**src/rtl/clock_core_if.sv**
```systemverilog
// rtl/clock_core_if.sv - button inputs and display outputs of the clock core
interface clock_core_if;
  logic       mode_btn;
  logic       apm_btn;
  logic [3:0] sec1;
  logic [3:0] sec2;
  logic [3:0] min1;
  logic [3:0] min2;
  logic [4:0] hour;
  logic [4:0] date;
  logic [3:0] month;
  logic [7:0] year;
  logic [1:0] mode;
  logic       APM;
  logic [1:0] control;
  logic       sec_tick;

  // Board / bench side: supplies button pulses, consumes the display fields.
  modport master (
    output mode_btn, apm_btn,
    input  sec1, sec2, min1, min2, hour, date, month, year,
    input  mode, APM, control, sec_tick
  );

  // Clock core side.
  modport slave (
    input  mode_btn, apm_btn,
    output sec1, sec2, min1, min2, hour, date, month, year,
    output mode, APM, control, sec_tick
  );
endinterface

```
**src/rtl/clock_core.sv**
```systemverilog
// rtl/clock_core.sv - 1 Hz timekeeping, leap-year calendar, display mode and digit scan
module clock_core #(
  parameter int SEC_DIV  = 100_000_000,
  parameter int SCAN_DIV = 100_000
) (
  input  logic         clk,
  input  logic         rst_n,
  clock_core_if.slave  bus
);

  localparam int SEC_W  = $clog2(SEC_DIV);
  localparam int SCAN_W = $clog2(SCAN_DIV);

  localparam logic [SEC_W-1:0]  SEC_LAST  = SEC_W'(SEC_DIV - 1);
  localparam logic [SEC_W-1:0]  SEC_PRE   = SEC_W'(SEC_DIV - 2);
  localparam logic [SCAN_W-1:0] SCAN_LAST = SCAN_W'(SCAN_DIV - 1);

  localparam logic [1:0] MODE_YEAR = 2'b00;
  localparam logic [1:0] MODE_MD   = 2'b01;
  localparam logic [1:0] MODE_HM   = 2'b10;
  localparam logic [1:0] MODE_SEC  = 2'b11;

  logic [SEC_W-1:0]  sec_cnt;
  logic [SCAN_W-1:0] scan_cnt;

  logic [3:0] sec1_q, sec2_q, min1_q, min2_q;
  logic [4:0] hour_q, date_q;
  logic [3:0] month_q;
  logic [7:0] year_q;
  logic [1:0] mode_q;
  logic       apm_q;
  logic [1:0] control_q;
  logic       sec_tick_q;

  logic [3:0] sec1_n, sec2_n, min1_n, min2_n;
  logic [4:0] hour_n, date_n;
  logic [3:0] month_n;
  logic [7:0] year_n;
  logic [1:0] mode_n;

  logic       tick;
  logic       scan_step;
  logic [4:0] days_in_month;
  logic       c_min, c_hour, c_date, c_month, c_year;

  assign tick      = (sec_cnt == SEC_LAST);
  assign scan_step = (scan_cnt == SCAN_LAST);

  // Month length; year 0 (2000) is a leap year, and no century exception falls in range.
  always_comb begin
    days_in_month = 5'd31;
    case (month_q)
      4'd4, 4'd6, 4'd9, 4'd11: days_in_month = 5'd30;
      4'd2:                    days_in_month = (year_q[1:0] == 2'b00) ? 5'd29 : 5'd28;
      default:                 days_in_month = 5'd31;
    endcase
  end

  // Carry chain resolved in one cycle: every field holds unless its lower neighbour wraps.
  always_comb begin
    sec1_n  = sec1_q;
    sec2_n  = sec2_q;
    min1_n  = min1_q;
    min2_n  = min2_q;
    hour_n  = hour_q;
    date_n  = date_q;
    month_n = month_q;
    year_n  = year_q;

    c_min   = tick && (sec1_q == 4'd9) && (sec2_q == 4'd5);
    c_hour  = c_min && (min1_q == 4'd9) && (min2_q == 4'd5);
    c_date  = c_hour && (hour_q >= 5'd23);
    c_month = c_date && (date_q >= days_in_month);
    c_year  = c_month && (month_q >= 4'd12);

    if (tick) begin
      sec1_n = (sec1_q == 4'd9) ? 4'd0 : sec1_q + 4'd1;
      if (sec1_q == 4'd9)
        sec2_n = (sec2_q == 4'd5) ? 4'd0 : sec2_q + 4'd1;
    end

    if (c_min) begin
      min1_n = (min1_q == 4'd9) ? 4'd0 : min1_q + 4'd1;
      if (min1_q == 4'd9)
        min2_n = (min2_q == 4'd5) ? 4'd0 : min2_q + 4'd1;
    end

    if (c_hour)
      hour_n = (hour_q >= 5'd23) ? 5'd0 : hour_q + 5'd1;

    if (c_date)
      date_n = (date_q >= days_in_month) ? 5'd1 : date_q + 5'd1;

    if (c_month)
      month_n = (month_q >= 4'd12) ? 4'd1 : month_q + 4'd1;

    if (c_year)
      year_n = (year_q >= 8'd99) ? 8'd0 : year_q + 8'd1;
  end

  // Display mode cycles YEAR -> MD -> HM -> SEC -> YEAR on each button pulse.
  always_comb begin
    mode_n = mode_q;
    if (bus.mode_btn) begin
      case (mode_q)
        MODE_YEAR: mode_n = MODE_MD;
        MODE_MD:   mode_n = MODE_HM;
        MODE_HM:   mode_n = MODE_SEC;
        MODE_SEC:  mode_n = MODE_YEAR;
        default:   mode_n = MODE_YEAR;
      endcase
    end
  end

  // Second divider; sec_tick is registered one cycle ahead so it is high during the tick cycle.
  always_ff @(posedge clk or negedge rst_n) begin
    if (!rst_n) begin
      sec_cnt    <= '0;
      sec_tick_q <= 1'b0;
    end else begin
      sec_cnt    <= tick ? '0 : sec_cnt + 1'b1;
      sec_tick_q <= (sec_cnt == SEC_PRE);
    end
  end

  // Time and calendar registers load their next value every cycle (hold when no carry).
  always_ff @(posedge clk or negedge rst_n) begin
    if (!rst_n) begin
      sec1_q  <= 4'd0;
      sec2_q  <= 4'd0;
      min1_q  <= 4'd0;
      min2_q  <= 4'd0;
      hour_q  <= 5'd0;
      date_q  <= 5'd1;
      month_q <= 4'd1;
      year_q  <= 8'd0;
    end else begin
      sec1_q  <= sec1_n;
      sec2_q  <= sec2_n;
      min1_q  <= min1_n;
      min2_q  <= min2_n;
      hour_q  <= hour_n;
      date_q  <= date_n;
      month_q <= month_n;
      year_q  <= year_n;
    end
  end

  // Button-driven display state; independent of timekeeping so a press never delays a tick.
  always_ff @(posedge clk or negedge rst_n) begin
    if (!rst_n) begin
      mode_q <= MODE_YEAR;
      apm_q  <= 1'b0;
    end else begin
      mode_q <= mode_n;
      apm_q  <= apm_q ^ bus.apm_btn;
    end
  end

  // Digit-scan divider and 2-bit select, wrapping naturally modulo 4.
  always_ff @(posedge clk or negedge rst_n) begin
    if (!rst_n) begin
      scan_cnt  <= '0;
      control_q <= 2'b00;
    end else begin
      scan_cnt  <= scan_step ? '0 : scan_cnt + 1'b1;
      control_q <= scan_step ? control_q + 2'd1 : control_q;
    end
  end

  assign bus.sec1     = sec1_q;
  assign bus.sec2     = sec2_q;
  assign bus.min1     = min1_q;
  assign bus.min2     = min2_q;
  assign bus.hour     = hour_q;
  assign bus.date     = date_q;
  assign bus.month    = month_q;
  assign bus.year     = year_q;
  assign bus.mode     = mode_q;
  assign bus.APM      = apm_q;
  assign bus.control  = control_q;
  assign bus.sec_tick = sec_tick_q;

endmodule

```
**src/flat_wrapper.sv**
```systemverilog
// flat-port wrapper written by rule: the top's interface ports become plain ports
module clock_core_flat 
#(
  parameter int SEC_DIV  = 100_000_000,
  parameter int SCAN_DIV = 100_000
)
  (clk, rst_n, bus_mode_btn, bus_apm_btn, bus_sec1, bus_sec2, bus_min1, bus_min2, bus_hour, bus_date, bus_month, bus_year, bus_mode, bus_APM, bus_control, bus_sec_tick);
  clock_core_if bus_i ();
  input  logic clk;
  input  logic rst_n;
  input wire logic [$bits(bus_i.mode_btn)-1:0] bus_mode_btn;
  input wire logic [$bits(bus_i.apm_btn)-1:0] bus_apm_btn;
  output wire logic [$bits(bus_i.sec1)-1:0] bus_sec1;
  output wire logic [$bits(bus_i.sec2)-1:0] bus_sec2;
  output wire logic [$bits(bus_i.min1)-1:0] bus_min1;
  output wire logic [$bits(bus_i.min2)-1:0] bus_min2;
  output wire logic [$bits(bus_i.hour)-1:0] bus_hour;
  output wire logic [$bits(bus_i.date)-1:0] bus_date;
  output wire logic [$bits(bus_i.month)-1:0] bus_month;
  output wire logic [$bits(bus_i.year)-1:0] bus_year;
  output wire logic [$bits(bus_i.mode)-1:0] bus_mode;
  output wire logic [$bits(bus_i.APM)-1:0] bus_APM;
  output wire logic [$bits(bus_i.control)-1:0] bus_control;
  output wire logic [$bits(bus_i.sec_tick)-1:0] bus_sec_tick;
  assign bus_i.mode_btn = bus_mode_btn;
  assign bus_i.apm_btn = bus_apm_btn;
  assign bus_sec1 = bus_i.sec1;
  assign bus_sec2 = bus_i.sec2;
  assign bus_min1 = bus_i.min1;
  assign bus_min2 = bus_i.min2;
  assign bus_hour = bus_i.hour;
  assign bus_date = bus_i.date;
  assign bus_month = bus_i.month;
  assign bus_year = bus_i.year;
  assign bus_mode = bus_i.mode;
  assign bus_APM = bus_i.APM;
  assign bus_control = bus_i.control;
  assign bus_sec_tick = bus_i.sec_tick;
  clock_core #(.SEC_DIV(SEC_DIV), .SCAN_DIV(SCAN_DIV)) u_core (.clk(clk), .rst_n(rst_n), .bus(bus_i));
endmodule
```
**config.mk**
```make
export PLATFORM = sky130hd
export DESIGN_NAME = clock_core_flat
export DESIGN_NICKNAME = d
export VERILOG_FILES = /design/src/rtl/clock_core_if.sv /design/src/rtl/clock_core.sv /design/src/flat_wrapper.sv
export SDC_FILE = /design/constraint.sdc
export NUM_CORES = 1
export LEC_CHECK = 0
export CAP_MARGIN = 40
export CORE_MARGIN = 4
export CORE_UTILIZATION = 50
export DETAILED_ROUTE_END_ITERATION = 12
export PLACE_DENSITY = 0.73
export SYNTH_ARGS = -nofsm -noshare
export SYNTH_HDL_FRONTEND = slang
export SYNTH_SLANG_ARGS = --single-unit
```
**constraint.sdc**
```tcl
create_clock -name clk -period 3.6 [get_ports clk]
set_input_delay 0.54 -clock clk [delete_from_list [all_inputs] [get_ports clk]]
set_output_delay 0.54 -clock clk [all_outputs]
set_load 0.03 [all_outputs]
```
==> summary.md <==
| Metric | Value |
|---|---|
| Initial antenna violation count | 0 |
| Most frequent cells in the layout | dfrtp_1, clkdlybuf4s50_1, nor2_1 |
| Pins Over Slew Limit | 0 |
| Nets | 534 |
| GRT overflow | 0 |
| CP required | 3.87 ns |
| CP Cell Sequence | inv_1, ha_1, o21ai_0, o21ai_0, o21ai_0, ha_1, nand2b_1, a21o_1, nand3_1, buf_4, or4_4, o31ai_1 |
| Number of fillers in the final layout | 743 |
| Area occupied by multi-input gates | 2260 µm² |
| Final Core Density | 61.3% |
| Top_reg_cell synth | dfrtp_1 |
| Path type of the worst setup path | reg -> reg |
| Seq/Total Area, Yosys | 48.3% |
| Async SR Flop Fraction | 100% |
| PD cells | 340 nW/µm² |
| CTS tree | built |
| Most frequent CP cell | o21ai_0 |
| Root buf cell | clkbuf_8 |
| Cells after Synth | 458 |
| Clock Path Buffers | 2 |
| Initial DRC Count | 156 |
| Largest net degree at the start of global routing | 38 |
| Slowest-stage cell, CP | dfstp_2 |
| Yosys top cell by area | dfrtp_1 |
| Syn nets | 477 |
| Clk sinks | 88 |
| VDD IR max | 206 µV |
| Final setup fails | 0 |
| First-pass iteration count of the detailed router | 5 |
| Synth cell types | 51 |
| Yosys reg bits | 88 |
| Synth Area per Inst | 9.97 µm² |
| Post-route ant nets | 0 |
| Least-Margin Pin Slew | 0.695 ns |
| GRT Util Overall | 18.0% |
| Synth Warn # | 0 |
| Post-Syn Area | 4570 µm² |
| Die H | 104 µm |
| Max transition margin | 53.5% |
| R2R Path Start | u_core.bus.month[0] |
| Area delta synth->final | 18.1% |
| Register Area | 2200 µm² |
| EDFF count, synth | 0 |
| DP Wirelength | 6760 µm |
| Max incr delay on CP | 0.58 ns |
| Via count | 3,559 |
| Top cell type's share of synthesized area | 47.1% |
| CP max FO | 11 |
| Worst min-delay path class | in -> async |
| Crit path DAT | 3.06 ns |
| Postcts setup bufs | 0 |
| GP Congestion | 0.864 |
| I/O pin cnt | 48 |
| Peak Freq | 359 MHz |
| Synth area leaders | dfrtp_1, xnor2_1, ha_1 |
| Layout cells sized above 1 | 7.69% |
| Worst skew pair latency | 0.36 ns |
| First-pass GRT wire length | 16,300 µm |
| Port-buffer cells | 47 |
| Commonest non-fill, non-tap cell in the layout | dfrtp_1 |
| Max Cap Viol | 0 |
| CTS resizes | 0 |
| Die area | 10,700 µm² |
| Critical Path End Type | register |
| Wirelength per Cell | 14.8 µm |
| Post-Route WL | 9280 µm |
| Hold bufs inserted after CTS | 0 |
| Final period util | 77.4% |
| Vias/cell | 5.67 |
| Clock skew | 0.0104 ns |
| Die Wd | 104 µm |
| Vias in the first global route | 3,429 |
| Ant. Diodes | 0 |
| # DRC | 0 |
| Fin. Hold Viols | 0 |
| Leak pwr | 2.29 nW |
| Initial core utilization | 51.9% |
| RSZ-0062 raised after global routing | false |
| Fin crit period | 2.79 ns |
| CTS Buf Count | 9 |
| Area of the core | 8810 µm² |
| Fin Setup TNS | 0 ns |
| H-tree levels | 3 |
| CTS clk-pin slew, worst paths | 0.09 ns |
| Crit path from | u_core.bus.month[0] |
| Outcome | finished, final reports clean |
| Worst setup SP type | register |
| Site Rows | 34 |
final timing paths:
path	depth (start not counted)	to	slack (ns)
worst min-delay path	1	u_core.sec_cnt[6]	0.06
min in group clk	1	u_core.bus.APM	0.47
worst min register to register	1	u_core.bus.APM	0.47
worst max-delay path	12	u_core.bus.year[5]	0.81
worst max register to register	12	u_core.bus.year[5]	0.81
max in group asynchronous	2	u_core.bus.date[0]	2.75
worst max-delay path, delay by kind of cell, from the launching register on:
family | cells | cell delay [ns]
DFF | 1 | 0.58
AOI/OAI and AO/OA | 5 | 0.76
and+or+nand+nor | 3 | 0.73
buffers and inverters | 2 | 0.27
adders and majority gates | 2 | 0.34
metrics by stage:
stage / setup slack (ns) / power (W) / hold slack (ns) / std cells / instance area [µm²]
6_report: 0.812 / 0.00183 / 0.0627 / 628 / 5400
5_1_grt: 0.581 / 0.00191 / 0.0743 / 628 / 5400
4_1_cts: 0.817 / 0.00186 / 0.0677 / 628 / 5400
3_5_place_dp: 0.839 / 0.00116 / 0.450 / 612 / 5190
3_3_place_gp: 0.910 / 0.00116 / 0.446 / 612 / 5190
2_1_floorplan: 0.910 / 0.00110 / 0.244 / 458 / 4570
where the power goes:
group / switching, W / internal (W) / leakage (nW)
sequential: 0.0000105 / 0.00100 / 1.19
clock: 0.000337 / 0.000359 / 0.0996
combinational: 0.0000775 / 0.0000455 / 1.00
layout make-up:
cell class / instances / area share (%)
Multi-Input combinational cell: 344 / 41.9
Sequential cell: 88 / 40.9
Timing Repair Buffer: 55 / 9.78
Clock buffer: 13 / 2.94
Tap cell: 108 / 2.50
Inverter: 17 / 1.18
Clock inverter: 3 / 0.788
state kept, by name, indices dropped and copies added (netlist names), 2 cells and up:
signal	cells
u_core.bus.control	2
u_core.bus.date	5
u_core.bus.mode	2
u_core.bus.year	8
u_core.bus.month	4
u_core.bus.sec2	4
u_core.bus.min2	4
u_core.bus.hour	5
u_core.scan_cnt	17
u_core.bus.min1	4
u_core.sec_cnt	27
u_core.bus.sec1	4
logic make-up (layout without fill, tap and decap cells):
kind of cell	Yosys count	after routing	synth area share [%]
DFF	88	88	48.3
muxes	10	10	2.33
adders and majority gates	15	15	4.11
xor gates and xnor gates	46	46	8.82
buffers and inverters	26	88	2.19
AOI/OAI and AO/OA	65	65	8.63
and+or+nand+nor	208	208	25.7
per-layer routing:
layer / track usage (%) / vias to the layer above / part of all wire (%)
li1: - / 1755 / -
met1: 23.9 / 1712 / 46
met2: 30.2 / 84 / 48
met3: 3.79 / 8 / 4.6
met4: 4.84 / 0 / 1.1
met5: 0 / - / 0
cell usage after synthesis (4+ instances only):
| library cell | instances |
|---|---|
| and3_1 | 12 |
| nand4_1 | 22 |
| o41ai_1 | 4 |
| nand3_1 | 37 |
| o21ai_0 | 31 |
| a31oi_1 | 4 |
| dfrtp_1 | 86 |
| nor2_1 | 41 |
| nand2b_1 | 4 |
| mux2_2 | 5 |
| xor2_1 | 19 |
| and2_1 | 9 |
| a21oi_1 | 7 |
| nand2_1 | 33 |
| xnor2_1 | 27 |
| nor4bb_1 | 5 |
| and4_1 | 6 |
| nor3_1 | 12 |
| ha_1 | 15 |
| clkbuf_1 | 7 |
| o31ai_1 | 7 |
| mux2i_1 | 5 |
| inv_1 | 17 |
No activity file was read; power rests on OpenSTA's default activity.
